`src/rtl/tinyrv1_pkg.sv`:
```
// TinyRV1 shared encoding constants, op enum and immediate-type codes.
// Imported by the encoder and its immediate packer.
package tinyrv1_pkg;

    typedef enum logic [2:0] {
        OP_ADD  = 3'd0,
        OP_ADDI = 3'd1,
        OP_MUL  = 3'd2,
        OP_LW   = 3'd3,
        OP_SW   = 3'd4,
        OP_JAL  = 3'd5,
        OP_JR   = 3'd6,
        OP_BNE  = 3'd7
    } op_e;

    // Same code points the decoder uses for its immediate generator.
    typedef enum logic [2:0] {
        IMM_I    = 3'd0,
        IMM_S    = 3'd1,
        IMM_B    = 3'd2,
        IMM_J    = 3'd3,
        IMM_NONE = 3'd7
    } imm_type_e;

    localparam logic [6:0] OPC_OP     = 7'b0110011;
    localparam logic [6:0] OPC_OPIMM  = 7'b0010011;
    localparam logic [6:0] OPC_LOAD   = 7'b0000011;
    localparam logic [6:0] OPC_STORE  = 7'b0100011;
    localparam logic [6:0] OPC_BRANCH = 7'b1100011;
    localparam logic [6:0] OPC_JAL    = 7'b1101111;
    localparam logic [6:0] OPC_JALR   = 7'b1100111;

    localparam logic [2:0] F3_ADD  = 3'b000;
    localparam logic [2:0] F3_ADDI = 3'b000;
    localparam logic [2:0] F3_LW   = 3'b010;
    localparam logic [2:0] F3_SW   = 3'b010;
    localparam logic [2:0] F3_BNE  = 3'b001;
    localparam logic [2:0] F3_JALR = 3'b000;

    localparam logic [6:0] F7_ADD = 7'b0000000;
    localparam logic [6:0] F7_MUL = 7'b0000001;

    localparam int I_MIN = -2048;
    localparam int I_MAX = 2047;
    localparam int B_MIN = -4096;
    localparam int B_MAX = 4094;
    localparam int J_MIN = -1048576;
    localparam int J_MAX = 1048574;

    typedef struct packed {
        op_e         op;
        logic [4:0]  rd;
        logic [4:0]  rs1;
        logic [4:0]  rs2;
        logic [31:0] imm_field;
        logic        err;
    } s1_t;

    function automatic imm_type_e imm_type_of(op_e op);
        imm_type_e t;
        t = IMM_NONE;
        unique case (op)
            OP_ADDI, OP_LW: t = IMM_I;
            OP_SW:          t = IMM_S;
            OP_BNE:         t = IMM_B;
            OP_JAL:         t = IMM_J;
            default:        t = IMM_NONE;
        endcase
        return t;
    endfunction

endpackage

```
`src/rtl/inst_encoder_imm_pack.sv`:
```
// Scatters a signed immediate into its I/S/B/J bit positions and
// flags out-of-range or misaligned values (field is zero on error).
module imm_pack
    import tinyrv1_pkg::*;
(
    input  logic [31:0] imm,
    input  imm_type_e   imm_type,
    output logic [31:0] field,
    output logic        err
);

    logic signed [31:0] s;
    logic [31:0] raw;

    assign s = imm;

    always_comb begin
        err = 1'b0;
        raw = '0;
        unique case (imm_type)
            IMM_I: begin
                err = (s < I_MIN) || (s > I_MAX);
                raw = {imm[11:0], 20'b0};
            end
            IMM_S: begin
                err = (s < I_MIN) || (s > I_MAX);
                raw = {imm[11:5], 13'b0, imm[4:0], 7'b0};
            end
            IMM_B: begin
                err = (s < B_MIN) || (s > B_MAX) || imm[0];
                raw = {imm[12], imm[10:5], 13'b0,
                       imm[4:1], imm[11], 7'b0};
            end
            IMM_J: begin
                err = (s < J_MIN) || (s > J_MAX) || imm[0];
                raw = {imm[20], imm[10:1], imm[11],
                       imm[19:12], 12'b0};
            end
            default: begin
                err = 1'b0;
                raw = '0;
            end
        endcase
        field = err ? '0 : raw;
    end

endmodule

```
`src/rtl/inst_encoder.sv`:
```
// Two-stage TinyRV1 instruction encoder: S1 range-checks and scatters
// the immediate, S2 assembles the 32-bit word behind a val/rdy output.
module inst_encoder
    import tinyrv1_pkg::*;
#(
    parameter int ERR_CNT_W = 8
) (
    input  logic                 clk,
    input  logic                 rst,
    input  logic                 in_val,
    output logic                 in_rdy,
    input  logic [2:0]           in_op,
    input  logic [4:0]           in_rd,
    input  logic [4:0]           in_rs1,
    input  logic [4:0]           in_rs2,
    input  logic [31:0]          in_imm,
    output logic                 out_val,
    input  logic                 out_rdy,
    output logic [31:0]          out_inst,
    output logic                 out_err,
    output logic [ERR_CNT_W-1:0] err_count
);

    op_e   in_op_e;
    s1_t   s1;
    s1_t   s1_nxt;
    logic  s1_val;
    logic  s2_val;
    logic  s2_adv;
    logic  [31:0] imm_field;
    logic  imm_err;

    logic [6:0]  opc;
    logic [2:0]  f3;
    logic [6:0]  f7;
    logic [4:0]  rd_m;
    logic [4:0]  rs1_m;
    logic [4:0]  rs2_m;
    logic [31:0] word;

    assign in_op_e = op_e'(in_op);

    imm_pack u_imm_pack (
        .imm      (in_imm),
        .imm_type (imm_type_of(in_op_e)),
        .field    (imm_field),
        .err      (imm_err)
    );

    assign s1_nxt = '{op: in_op_e, rd: in_rd, rs1: in_rs1,
                      rs2: in_rs2, imm_field: imm_field,
                      err: imm_err};

    assign s2_adv  = !s2_val || out_rdy;
    assign in_rdy  = !s1_val || s2_adv;
    assign out_val = s2_val;

    // Unused register fields are forced to zero per op.
    always_comb begin
        opc   = '0;
        f3    = '0;
        f7    = '0;
        rd_m  = '0;
        rs1_m = '0;
        rs2_m = '0;
        unique case (s1.op)
            OP_ADD, OP_MUL: begin
                opc   = OPC_OP;
                f3    = F3_ADD;
                f7    = (s1.op == OP_MUL) ? F7_MUL : F7_ADD;
                rd_m  = s1.rd;
                rs1_m = s1.rs1;
                rs2_m = s1.rs2;
            end
            OP_ADDI: begin
                opc   = OPC_OPIMM;
                f3    = F3_ADDI;
                rd_m  = s1.rd;
                rs1_m = s1.rs1;
            end
            OP_LW: begin
                opc   = OPC_LOAD;
                f3    = F3_LW;
                rd_m  = s1.rd;
                rs1_m = s1.rs1;
            end
            OP_SW: begin
                opc   = OPC_STORE;
                f3    = F3_SW;
                rs1_m = s1.rs1;
                rs2_m = s1.rs2;
            end
            OP_BNE: begin
                opc   = OPC_BRANCH;
                f3    = F3_BNE;
                rs1_m = s1.rs1;
                rs2_m = s1.rs2;
            end
            OP_JAL: begin
                opc  = OPC_JAL;
                rd_m = s1.rd;
            end
            OP_JR: begin
                opc   = OPC_JALR;
                f3    = F3_JALR;
                rs1_m = s1.rs1;
            end
            default: begin
                opc = '0;
            end
        endcase
    end

    assign word = {f7, rs2_m, rs1_m, f3, rd_m, opc} | s1.imm_field;

    always_ff @(posedge clk) begin
        if (rst) begin
            s1_val    <= 1'b0;
            s2_val    <= 1'b0;
            s1        <= '0;
            out_inst  <= '0;
            out_err   <= 1'b0;
            err_count <= '0;
        end else begin
            if (in_rdy) begin
                s1_val <= in_val;
                if (in_val) s1 <= s1_nxt;
            end
            if (s2_adv) begin
                s2_val <= s1_val;
                if (s1_val) begin
                    out_inst <= word;
                    out_err  <= s1.err;
                end
            end
            if (out_val && out_rdy && out_err && (err_count != '1))
                err_count <= err_count + ERR_CNT_W'(1);
        end
    end

endmodule
```
`config.mk`:
```
export PLATFORM = sky130hd
export DESIGN_NAME = inst_encoder
export DESIGN_NICKNAME = d
export VERILOG_FILES = /design/src/rtl/tinyrv1_pkg.sv /design/src/rtl/inst_encoder_imm_pack.sv /design/src/rtl/inst_encoder.sv
export SDC_FILE = /design/constraint.sdc
export NUM_CORES = 1
export LEC_CHECK = 0
export CORE_AREA = 2 2 95 97
export CTS_CLUSTER_SIZE = 40
export DETAILED_ROUTE_END_ITERATION = 6
export DIE_AREA = 0 0 97 99
export PLACE_DENSITY = 0.73
export SLEW_MARGIN = 20
export SYNTH_ARGS = -nofsm -noshare
export SYNTH_HDL_FRONTEND = slang
export SYNTH_SLANG_ARGS = --single-unit
```
`constraint.sdc`:
```
create_clock -name clk -period 1.37 [get_ports clk]
set_input_delay 0.274 -clock clk [delete_from_list [all_inputs] [get_ports clk]]
set_output_delay 0.274 -clock clk [all_outputs]
set_load 0.01 [all_outputs]
```
==> flow_summary_export.csv <==
group,metric,value,unit
hold_path,hold_path.class,"input port to flop",
yosys,ys_top_cells_by_area,"dfxtp_1 47%, nand2_1 8.3%, a21oi_1 4.5%",
clocking,ctsLongestPathBuffers,2,
sta,worst_slack,-0.0294,ns
sta,fmax,715,MHz
detailed_routing,totalWireLength,11000,um
global_routing,grt_max_degree,29,
worst_setup_path,cp_slowest_stage_delay,0.37,ns
sta,hold_viol,0,
pwr,powerDensity,946,nW/um2
finish,nets,649,
yosys,seq_area_frac_synth,47.2,%
worst_setup_path,cp_slowest_cell,"dfxtp_4",
finish,drive_gt1_share,33.5,%
yosys,synth_cell_type_count,50,
finish,final_area,5720,um2
yosys,async_reset_ff_share,0,%
sta,drv_slew,0,
detailed_routing,antenna_left,0,
pwr,leakage,0.00234,uW
pwr,finalPower,5410,uW
yosys,synth_nets,492,
finish,n_fill_cell,692,
pwr,switchingPower,1360,uW
global_routing,track_usage,21.9,%
status,status,"finished, violations left",
sta,fin_skew,0.00699,ns
placed_design,place.gp.congestion,0.904,
sta,fin_setup_tns,-0.159,ns
finish,layout_common_cells,"79 x nand2_1, 76 x dfxtp_1, 61 x buf_4",
worst_setup_path,required,1.60,ns
sta,setup_viol,11,
finish,n_antenna_cell,0,
worst_setup_path,arrival,1.63,ns
pwr,swShare,25.2,%
sta,rsz0062_at_grt,"true",
global_routing,grt_pass1_vias,3748,
pwr,seqPwrFrac,49.0,%
floorplan,row_count,34,
clocking,cts_buffers,9,
placed_design,hpwl,7320,um
yosys,synth.top_cell.area_share,47.2,%
yosys,syn_area,3650,um2
detailed_routing,num_vias,3874,
pwr,internal_power,4040,uW
pwr,combPwrFrac,16.9,%
floorplan,num_io_pins,97,
worst_setup_path,crit_chain,"ha_4 -> nand3_4 -> o2111ai_4 -> buf_6 -> nor3_2 -> xnor2_1 -> nor2_1",
clocking,postCtsHoldBufs,0,
clocking,cts_tree,"built",
floorplan,coreArea,8550,um2
yosys,avgSynthCellArea,8.35,um2
detailed_routing,drc,0,
clocking,clk_latency,0.35,ns
yosys,postSynthCellCount,437,
global_routing,grt_overflow,0,
sta,period_share,102,%
yosys,yosysTopAreaCell,"dfxtp_1",
global_routing,antenna_found_initial,0,
sta,period_minus_slack,1.40,ns
worst_setup_path,cp_max_fo,7,
clocking,cts.sinks,86,
finish,ff_latch_area,1740,um2
floorplan,die_y,99,um
global_routing,grt_pass1_wl,17300,um
clocking,root_buffer,"clkbuf_8",
clocking,path_clk_slew,0.08,ns
finish,syn_to_final_growth,56.6,%
yosys,synth_edf_count,0,
detailed_routing,drt_iter0_drc,179,
pwr,ir_worst_vdd,0.560,mV
worst_setup_path,crit_type,"flop to flop",
sta,worst_slew_pin_slew,0.406,ns
detailed_routing,first_pass_iters,4,
finish,layout_commonest_cell,"nand2_1",
placed_design,post_dp_cell_area,5160,um2
pwr,power_frac_clock,34.1,%
floorplan,die_w,97,um
yosys,yosys_warnings,0,
finish,multi_input_area,2110,um2
floorplan,die_area,9600,um2
detailed_routing,wl_per_cell,15.7,um
clocking,htreeDepth,3,
worst_setup_path,endpoint_kind,"flop",
status,violations,"negative setup slack",
placed_design,numPortBuffers,96,
floorplan,start_util,42.7,%
yosys,synth_flop_cell,"dfxtp_1",
run,cap_violations,0,
detailed_routing,vias_per_cell,5.50,
worst_setup_path,start_kind,"flop",
sta,max-slew-margin-rel,72.9,%
yosys,synth_seq_cells,86,
==> layout make-up <==
type / count / share of cell area (%)
multi-input cells: 315 / 37.0
flip-flops and latches: 86 / 30.4
repair buffers: 176 / 26.4
well taps: 108 / 2.36
clock buffers: 10 / 2.23
clock inverters: 4 / 1.29
inverters: 6 / 0.394
==> per-stage QoR <==
step / instances / worst slack [ns] / hold WS [ns] / util, %
floorplan: 437 / -0.0818 / 0.400 / -
global placement: 676 / -0.709 / 0.442 / 60.4
detailed placement: 676 / -0.776 / 0.446 / 60.4
CTS: 702 / -0.0343 / 0.162 / 66.1
global route: 705 / -0.0994 / 0.172 / 66.9
finish: 705 / -0.0294 / 0.179 / 66.9
==> registers in the layout, summed over array words and instances, names as in the netlist <==
register,flops
out_err,1
out_val,1
err_count,8
out_inst,31
s1_val,1
s1,44
==> path summary, 6_finish.rpt <==
kind           startpoint            to  slack, ns  cells after the start
max          err_count[0]  err_count[6]      -0.03                      7
min            in_imm[18]        s1[19]       0.18                      2
max reg2reg  err_count[0]  err_count[6]      -0.03                      7
min reg2reg   out_inst[2]   out_inst[2]       0.45                      2
==> synthesized netlist by cell type (all sizes together) (2+ instances only) <==
cell	number
a211oi	17
a21oi	35
a22o	9
and2	3
and2b	2
buf	18
clkbuf	13
dfxtp	86
inv	6
mux2i	2
nand2	81
nand3	10
nand3b	2
nand4	9
nor2	44
nor3	29
nor3b	4
nor4	7
o2111ai	11
o211ai	2
o21ai	23
or3	2
xnor2	7
xor2	2
==> metal layers <==
layer | track usage [%] | part of all wire (%) | routed length, um | vias up
li1 | - | - | - | 1862
met1 | 25.1 | 40 | 4430 | 1853
met2 | 40.0 | 52 | 5720 | 137
met3 | 4.75 | 6.1 | 673 | 22
met4 | 8.34 | 2.1 | 229 | 0
met5 | 0 | 0 | 0 | -
==> repair_timing <==
item,in CTS,in global routing
gates cloned,4,0
pin swaps,27,39
endpoints found under the setup margin,99,67
gates resized for setup,180,80
setup buffers,9,6
==> power by group through the flow <==
stage	sequential, uW	clock [uW]	combinational, uW
final	2650	1850	913
after global routing	2660	1970	983
after CTS	2650	1870	855
after detailed placement	2710	0	825
after global placement	2700	0	808
after floorplan	2710	0	345
==> cell families after synthesis <==
group	after synthesis	synth area share (%)
AND/OR/NAND/NOR	197	24.8
AO/OA/AOI/OAI	105	20.3
flip-flops	86	47.2
buffers and inverters	37	4.69
XOR/XNOR	9	2.16
multiplexers	2	0.548
adder cells (fa/ha/maj)	1	0.343
==> worst max-delay path: cells and delay by family (launching register included) <==
| kind | cells | cell delay (ns) |
|---|---|---|
| and+or+nand+nor | 3 | 0.16 |
| buffers and inverters | 1 | 0.16 |
| adders and majority gates | 1 | 0.16 |
| xor gates and xnor gates | 1 | 0.14 |
| AOI/OAI and AO/OA | 1 | 0.30 |
| DFF | 1 | 0.37 |
Note: power is estimated with default switching activity, not from simulation.
